$ cat src/rtl/vga_pkg.sv
// vga_pkg: shared text-mode geometry, pipeline latency and colour type for vga_text.
package vga_pkg;
  localparam int COLS      = 80;
  localparam int ROWS      = 25;
  localparam int LATENCY   = 5;
  localparam int H_VIS     = 640;
  localparam int V_VIS     = 400;
  localparam int BLINK_BIT = 4;
  typedef logic [2:0] rgb_t;
  function automatic logic [10:0] cell_addr(input logic [4:0] row, input logic [6:0] col);
    return 11'(row) * 11'(COLS) + 11'(col);
  endfunction
endpackage

$ cat src/rtl/vga_text_blink.sv
// vga_text_blink: 5-bit frame counter; blink phase is its BLINK_BIT.
module vga_text_blink
  import vga_pkg::*;
(
  input  logic clock,
  input  logic reset_n,
  input  logic frame,
  output logic phase
);
  logic [4:0] cnt_q, cnt_d;
  always_comb cnt_d = frame ? cnt_q + 5'd1 : cnt_q;
  always_ff @(posedge clock) cnt_q <= !reset_n ? '0 : cnt_d;
  assign phase = cnt_q[BLINK_BIT];
endmodule

$ cat src/rtl/vga_text.sv
// vga_text: 80x25 text renderer, 8x16 cells, 5-cycle fetch pipeline to registered rgb.
// Optional underline cursor enabled by defining VGA_TEXT_CURSOR_EN.
module vga_text
  import vga_pkg::*;
(
  input  logic        clock,
  input  logic        reset_n,
  input  logic        de,
  input  logic [9:0]  x,
  input  logic [9:0]  y,
  input  logic        frame,
  output logic [10:0] vaddr,
  input  logic [15:0] vdata,
  output logic [11:0] faddr,
  input  logic [7:0]  fdata,
  input  logic [6:0]  cursor_x,
  input  logic [4:0]  cursor_y,
  output logic        r,
  output logic        g,
  output logic        b
);
  logic [3:0]      de_q, de_d, cur_q, cur_d;
  logic [3:0][2:0] px_q, px_d;
  logic [1:0][3:0] line_q, line_d;
  logic [1:0][7:0] attr_q, attr_d;
  logic [10:0]     vaddr_q, vaddr_d;
  logic [11:0]     faddr_q, faddr_d;
  rgb_t            rgb_q, rgb_d, fg, bg;
  logic            phase, cur, on, unused_in;

  vga_text_blink u_blink (
    .clock  (clock),
    .reset_n(reset_n),
    .frame  (frame),
    .phase  (phase)
  );

`ifdef VGA_TEXT_CURSOR_EN
  assign cur       = x[9:3] == cursor_x && y[8:4] == cursor_y && &y[3:1];
  assign unused_in = y[9];
`else
  assign cur       = 1'b0;
  assign unused_in = ^{y[9], cursor_x, cursor_y};
`endif

  // Attribute is captured with faddr (n+3) so it meets fdata at the rgb stage.
  always_comb begin
    de_d    = {de_q[2:0], de};
    cur_d   = {cur_q[2:0], cur};
    px_d    = {px_q[2:0], x[2:0]};
    line_d  = {line_q[0], y[3:0]};
    attr_d  = {attr_q[0], vdata[15:8]};
    vaddr_d = de ? cell_addr(y[8:4], x[9:3]) : vaddr_q;
    faddr_d = de_q[1] ? {vdata[7:0], line_q[1]} : faddr_q;
    bg      = attr_q[1][6:4];
    fg      = attr_q[1][7] && phase ? bg : attr_q[1][2:0];
    on      = fdata[3'd7 - px_q[3]];
    rgb_d   = !de_q[3] ? '0 : cur_q[3] && phase ? attr_q[1][2:0] : on ? fg : bg;
  end

  always_ff @(posedge clock) begin
    if (!reset_n) begin
      de_q    <= '0;
      cur_q   <= '0;
      px_q    <= '0;
      line_q  <= '0;
      attr_q  <= '0;
      vaddr_q <= '0;
      faddr_q <= '0;
      rgb_q   <= '0;
    end else begin
      de_q    <= de_d;
      cur_q   <= cur_d;
      px_q    <= px_d;
      line_q  <= line_d;
      attr_q  <= attr_d;
      vaddr_q <= vaddr_d;
      faddr_q <= faddr_d;
      rgb_q   <= rgb_d;
    end
  end

  assign vaddr     = vaddr_q;
  assign faddr     = faddr_q;
  assign {r, g, b} = rgb_q;
endmodule

$ cat config.mk
export PLATFORM = sky130hd
export DESIGN_NAME = vga_text
export DESIGN_NICKNAME = d
export VERILOG_FILES = /design/src/rtl/vga_pkg.sv /design/src/rtl/vga_text_blink.sv /design/src/rtl/vga_text.sv
export SDC_FILE = /design/constraint.sdc
export NUM_CORES = 1
export LEC_CHECK = 0
export CAP_MARGIN = 25
export CORE_MARGIN = 5
export CORE_UTILIZATION = 60
export CTS_BUF_LIST = sky130_fd_sc_hd__clkbuf_2 sky130_fd_sc_hd__clkbuf_4 sky130_fd_sc_hd__clkbuf_8
export CTS_CLUSTER_DIAMETER = 40
export DETAILED_ROUTE_END_ITERATION = 6
export DONT_BUFFER_PORTS = 1
export GPL_TIMING_DRIVEN = 0
export PLACE_DENSITY = 0.8
export SYNTH_ARGS = -nofsm -noshare
export SYNTH_HDL_FRONTEND = slang
export SYNTH_SLANG_ARGS = --single-unit
$ cat constraint.sdc
create_clock -name clock -period 2.9 [get_ports clock]
set_input_delay 0.58 -clock clock [delete_from_list [all_inputs] [get_ports clock]]
set_output_delay 0.58 -clock clock [all_outputs]
set_load 0.005 [all_outputs]
# ---- Yosys cells after proc, flatten, opt, wreduce, memory -nomap -nowiden
# Index checks and enable logic that the tools add are counted.
dict set report word_totals {
  mem_bits_rw 0
  out_inout_bits 26
  n_memories 0
  romBits 0
  latch_bits 0
  wordCells 28
  register_bits 75
}
dict set report op_classes {
  n_mul 1
  add_sub_neg 3
  n_div 0
  shift 0
  n_mux 5
  n_bitwise 0
  eq_ne 0
  n_reduce_logical 3
  n_lt_le_gt_ge 1
}
# cell count
set op_table {}
lappend op_table {{adder 11 x 7 -> 11 bit} 1}
lappend op_table {{2-to-1 mux 3 bit} 3}
lappend op_table {{multiplier 5 x 3 -> 7 bit, second input constant} 1}
lappend op_table {{adder 5 x 1 -> 5 bit, second input constant} 1}
lappend op_table {{less-than comparator 3 x 4 -> 1 bit, second input constant} 1}
lappend op_table {{binary-select mux 1 bit (select 3 bit)} 1}
lappend op_table {{subtractor 3 bit, first input constant} 1}
lappend op_table {{logical AND 1 bit} 2}
lappend op_table {{AND reduction 2 bit} 1}
lappend op_table {{2-to-1 mux 1 bit} 1}

# ---- Longest topological paths before layout
dict set report depth {
  ltp_word 5
  ltp_mapped 7
  ltp_nobuf 7
}

# ---- By module
# Synthesis repeated with hierarchy kept, for this count alone.
dict set report unflattened {
  cells_unflattened 233
  hier_area_um2 2536.2
}
# module cells_per_inst area_each_um2 seq_area_each_um2 instances
set by_module_without_submodules {}
lappend by_module_without_submodules {vga_text 210 2311.0 1281.2 1}
lappend by_module_without_submodules {vga_text_blink 23 225.2 100.1 1}

# ---- Worst setup path before layout
# Ideal clock, no wire load.
dict set report synth_timing {
  kind {input port to flip-flop}
  startpoint {input port y[5]}
  endpoint {register vaddr_q[10], in the netlist vaddr[10]}
  path_buffers 0
  setup_slack_ns 0.533
  arrival_time_ns 2.279
  cell_stages 7
  cell_sequence {ha_1 ha_1 fa_1 xor2_1 nand4_1 and4_1 nor4_2}
}
dict set report synth_via {
  elab_chain_cells 2
}
# item line
set synth_lines {}
lappend synth_lines {{from (decl)} vga_text.sv:10} ;# input logic [9:0] y,
lappend synth_lines {{multiplier 5 x 3 -> 7 bit} vga_pkg.sv:11} ;# return 11'(row) * 11'(COLS) + 11'(col);
lappend synth_lines {{adder 11 x 7 -> 11 bit} vga_pkg.sv:11}
lappend synth_lines {{to (signal assigned)} vga_text.sv:77} ;# vaddr_q <= vaddr_d;
lappend synth_lines {{to (decl)} vga_text.sv:26} ;# logic [10:0] vaddr_q, vaddr_d;
# No other way between the ends.
# A chain may end at the register's enable or synchronous reset.

# ---- Worst setup path in the final report
# Same ends and word-level chain as after synthesis.

==> impl_table.tex <==
\begin{tabular}{lr}
\hline
Metric & Value \\
\hline
\multicolumn{2}{l}{\textbf{Global routing}} \\
Via count of the first global-routing pass & $\sim$1500 \\
Antenna violations before repair & 0 \\
Overflow left after global routing & 0 \\
Global-route usage over all layers & between 10\% and 20\% \\
Pin count of the biggest net entering global routing & 12 \\
First-pass GRT wire length & around 6800 um \\
\multicolumn{2}{l}{\textbf{Clocking}} \\
CTS tree & yes \\
Post-cts repair resize count & 0 \\
CTS HTree Levels & 3 \\
Maximum buffer depth of the clock tree & 2 \\
Total clock buffers created by CTS & 9 \\
Clock latency of the later-clocked register in the worst-skew pair & 320 ps \\
CTS Root Cell & clkbuf\_8 \\
Sink Count & a little under 70 \\
Hold-fix buffers at CTS & 0 \\
Worst-path clk slew & 70 ps \\
Post-CTS setup buffers & 0 \\
\multicolumn{2}{l}{\textbf{Synth}} \\
Distinct cell type count after synthesis & 28 \\
Cell area after synthesis & roughly 0.0025 mm\^{}2 \\
Cell accounting for the most synthesized area & dfxtp\_1 \\
YS warnings & 0 \\
Syn Area/Cell & around 11 um\^{}2 \\
Mapped Cells & around 230 \\
Ranking of synthesized cells by area & dfxtp\_1, mux2i\_1, and2\_1, ha\_1, nor2\_1 \\
Post-synth net total & 301 \\
Share of synthesized area occupied by flip-flops and latches & between 50\% and 60\% \\
Area share of the largest cell type after synthesis & 55.1\% \\
Number of flip-flops and latches in the synthesized netlist & 69 \\
\multicolumn{2}{l}{\textbf{Timing}} \\
Final period demand of the worst path & 2160 ps \\
Transition at the pin with the smallest max-transition slack & $\sim$450 ps \\
Fmax & around 0.46 GHz \\
Final max-slew violation count & 0 \\
Setup repair after global routing missed its margin & no \\
Hold Fails Final Rpt & 0 \\
Worst relative slew slack & between 60\% and 70\% \\
Final worst-path cycle share & approximately three quarters \\
Number of endpoints failing setup at the final stage & 0 \\
Setup TNS after final layout & 0 ps \\
Clock tree skew after final layout & between 6 and 7 ps \\
\multicolumn{2}{l}{\textbf{Routing}} \\
DRC viols & 0 \\
Post-detailed-route via-to-cell ratio & 5.21 \\
Count of vias placed by the detailed router & 1533 \\
Final antenna-violating net count & 0 \\
Wire length per cell after detailed routing & between 10 and 15 um \\
Number of iterations in the first detailed-routing pass & 4 \\
1st-iter DRT viols & 63 \\
WL final & between 4000 and 5000 um \\
\multicolumn{2}{l}{\textbf{Worst setup path}} \\
Startpoint of the lowest-slack register-to-register path & px\_q[9] \\
Worst setup slack for register-to-register paths & 1420 ps \\
Startpoint type of the worst setup path & primary input \\
FF-to-FF path depth & 3 \\
Kind of capture point of the worst setup path & flop \\
Critical path type & primary input to flop \\
Worst endpoint required time & around 3100 ps \\
CP Max Fanout & 3 \\
Arrival time of data at the critical path endpoint & around 2400 ps \\
Worst R2R End & rgb\_q[0] \\
\multicolumn{2}{l}{\textbf{Min path}} \\
Min-Delay Path Depth & 1 \\
HP Start & vdata[14] \\
Worst hold path endpoint & attr\_d[14] \\
Worst hold path type & primary input to flop \\
\multicolumn{2}{l}{\textbf{Floorplanning}} \\
Die width & $\sim$75 um \\
DIE HEIGHT & $\sim$75 um \\
Area inside the core boundary & around 0.004 mm\^{}2 \\
Number of core rows & 23 \\
Ports & 86 \\
Area of the die & 0.00557 mm\^{}2 \\
Effective utilization at floorplan & about 62\% \\
\multicolumn{2}{l}{\textbf{Power}} \\
Fraction of power consumed by the clock network & 42.0\% \\
Part of the power in registers & roughly half \\
Internal Dissipation & between 1.5 and 2 mW \\
Switch share & 20.9\% \\
Power per cell area & 710 mW/mm\^{}2 \\
Cell leakage power & 1.15 nW \\
Overall power consumption & just under 2 mW \\
Portion of total power attributed to combinational logic & 6.8\% \\
Switching power summed over all nets & a little over 0.4 mW \\
Worst IR Drop VDD & 456 uV \\
\multicolumn{2}{l}{\textbf{Cells and area}} \\
End-of-flow core utilization & between 60\% and 70\% \\
Number of inserted diodes & 0 \\
Share of post-route cells with drive strength above 1 & roughly 8.6\% \\
Area growth from synthesis to layout & 11.2\% \\
Final layout net count & 312 \\
\multicolumn{2}{l}{\textbf{Placement}} \\
Placer congestion estimate & 0.760 \\
Post-detailed-placement half-perimeter wirelength & $\sim$3000 um \\
Number of port buffers & 0 \\
\multicolumn{2}{l}{\textbf{Outcome}} \\
Run status & finished clean \\
\multicolumn{2}{l}{\textbf{Run}} \\
Maxcap violations & 0 \\
\hline
\end{tabular}
registers in the layout (all words and copies together), names as in the netlist:
register       cells
attr_d             7
attr_q             7
de_q               4
faddr             12
line_d             4
line_q             4
px_d               9
px_q               3
rgb_q              3
u_blink.cnt_q      5
vaddr             11
how the worst max path moves through the flow:
stage | from | end | slack (ps) | depth (start not counted)
4_1_cts | y[5] | vaddr[10] | 730 | 7
3_3_place_gp | y[5] | vaddr[10] | 400 | 7
5_1_grt | y[5] | vaddr[10] | 620 | 7
2_1_floorplan | y[5] | vaddr[10] | 530 | 7
6_report | y[5] | vaddr[10] | 740 | 7
3_5_place_dp | y[5] | vaddr[10] | 400 | 7
metrics by stage:
step	instances	setup slack (ps)	instance area (um^2)	hold WS [ps]
after floorplan	229	533	2510	412
after global placement	279	404	2570	414
after detailed placement	279	397	2570	417
after CTS	294	733	2790	367
after global routing	294	616	2790	354
final	294	744	2790	380
power by group through the flow:
stage               Combinational, mW  Clock, mW  Sequential (mW)
floorplan                       0.114          0             1.03
global placement                0.131          0             1.03
detailed placement              0.136          0             1.04
CTS                             0.137      0.846             1.01
global route                    0.156      0.899             1.02
finish                          0.134      0.831             1.01
routing by layer:
layer | track usage (%) | part of all wire (%) | up-vias
met4 | 8.70 | 1.6 | 0
met3 | 6.54 | 8.8 | 5
li1 | - | - | 788
met1 | 18.1 | 42 | 690
met2 | 27.7 | 48 | 50
met5 | 0 | 0 | -
cells in the final DEF, fill, tap and decap left out, drive strengths merged:
| cell type | count |
|---|---|
| or4 | 1 |
| ha | 10 |
| a211o | 1 |
| nor2 | 26 |
| o211ai | 1 |
| buf | 4 |
| and4 | 1 |
| nand3 | 11 |
| xor2 | 6 |
| nor4 | 1 |
| a211oi | 2 |
| xnor2 | 2 |
| nand4 | 4 |
| nor4b | 1 |
| bufinv | 2 |
| a21oi | 3 |
| clkbuf | 17 |
| fa | 2 |
| mux4 | 1 |
| o21ai | 2 |
| and2 | 37 |
| dfxtp | 69 |
| o2111ai | 1 |
| a21o | 2 |
| clkinv | 2 |
| clkinvlp | 1 |
| nand2 | 7 |
| mux2i | 24 |
| inv | 3 |
synth_stat cells, drive strengths merged:
library cell and instances:
clkbuf 6, inv 3, and4 1, mux4 1
a211oi 2, o211ai 1, fa 2, mux2i 24
xnor2 2, a21oi 3, clkinv 1, xor2 6
and2 37, nand3 11, a211o 1, o21ai 2
nand4 4, a21o 2, nor4b 1, nand2 7
dfxtp 69, o2111ai 1, nor4 1, buf 4
ha 10, nor2 26, or4 1
cell families (layout without fill, tap and decap cells):
kind of cell               after synthesis  after routing  synth area share, %
and+or+nand+nor                         89             89                 18.9
DFF                                     69             69                 55.1
AOI/OAI and AO/OA                       12             12                 3.89
adders and majority gates               12             12                 6.59
muxes                                   25             25                 10.5
xor gates and xnor gates                 8              8                 2.80
buffers and inverters                   14             29                 2.25
worst max-delay path: stages:
cell and delay (ps):
ha_1 270, ha_1 230, fa_1 430, xor2_1 230
nand4_1 160, and4_1 240, nor4_2 240
area by class of cell:
| type | count | area [um^2] |
|---|---|---|
| flip-flops and latches | 69 | 1380 |
| fillers | 316 | 1240 |
| multi-input cells | 146 | 1070 |
| clock buffers | 11 | 145 |
| clock inverters | 4 | 72.6 |
| well taps | 50 | 62.6 |
| plain buffers | 10 | 41.3 |
| inverters | 4 | 15.0 |
Note: power is estimated with default switching activity, not from simulation.
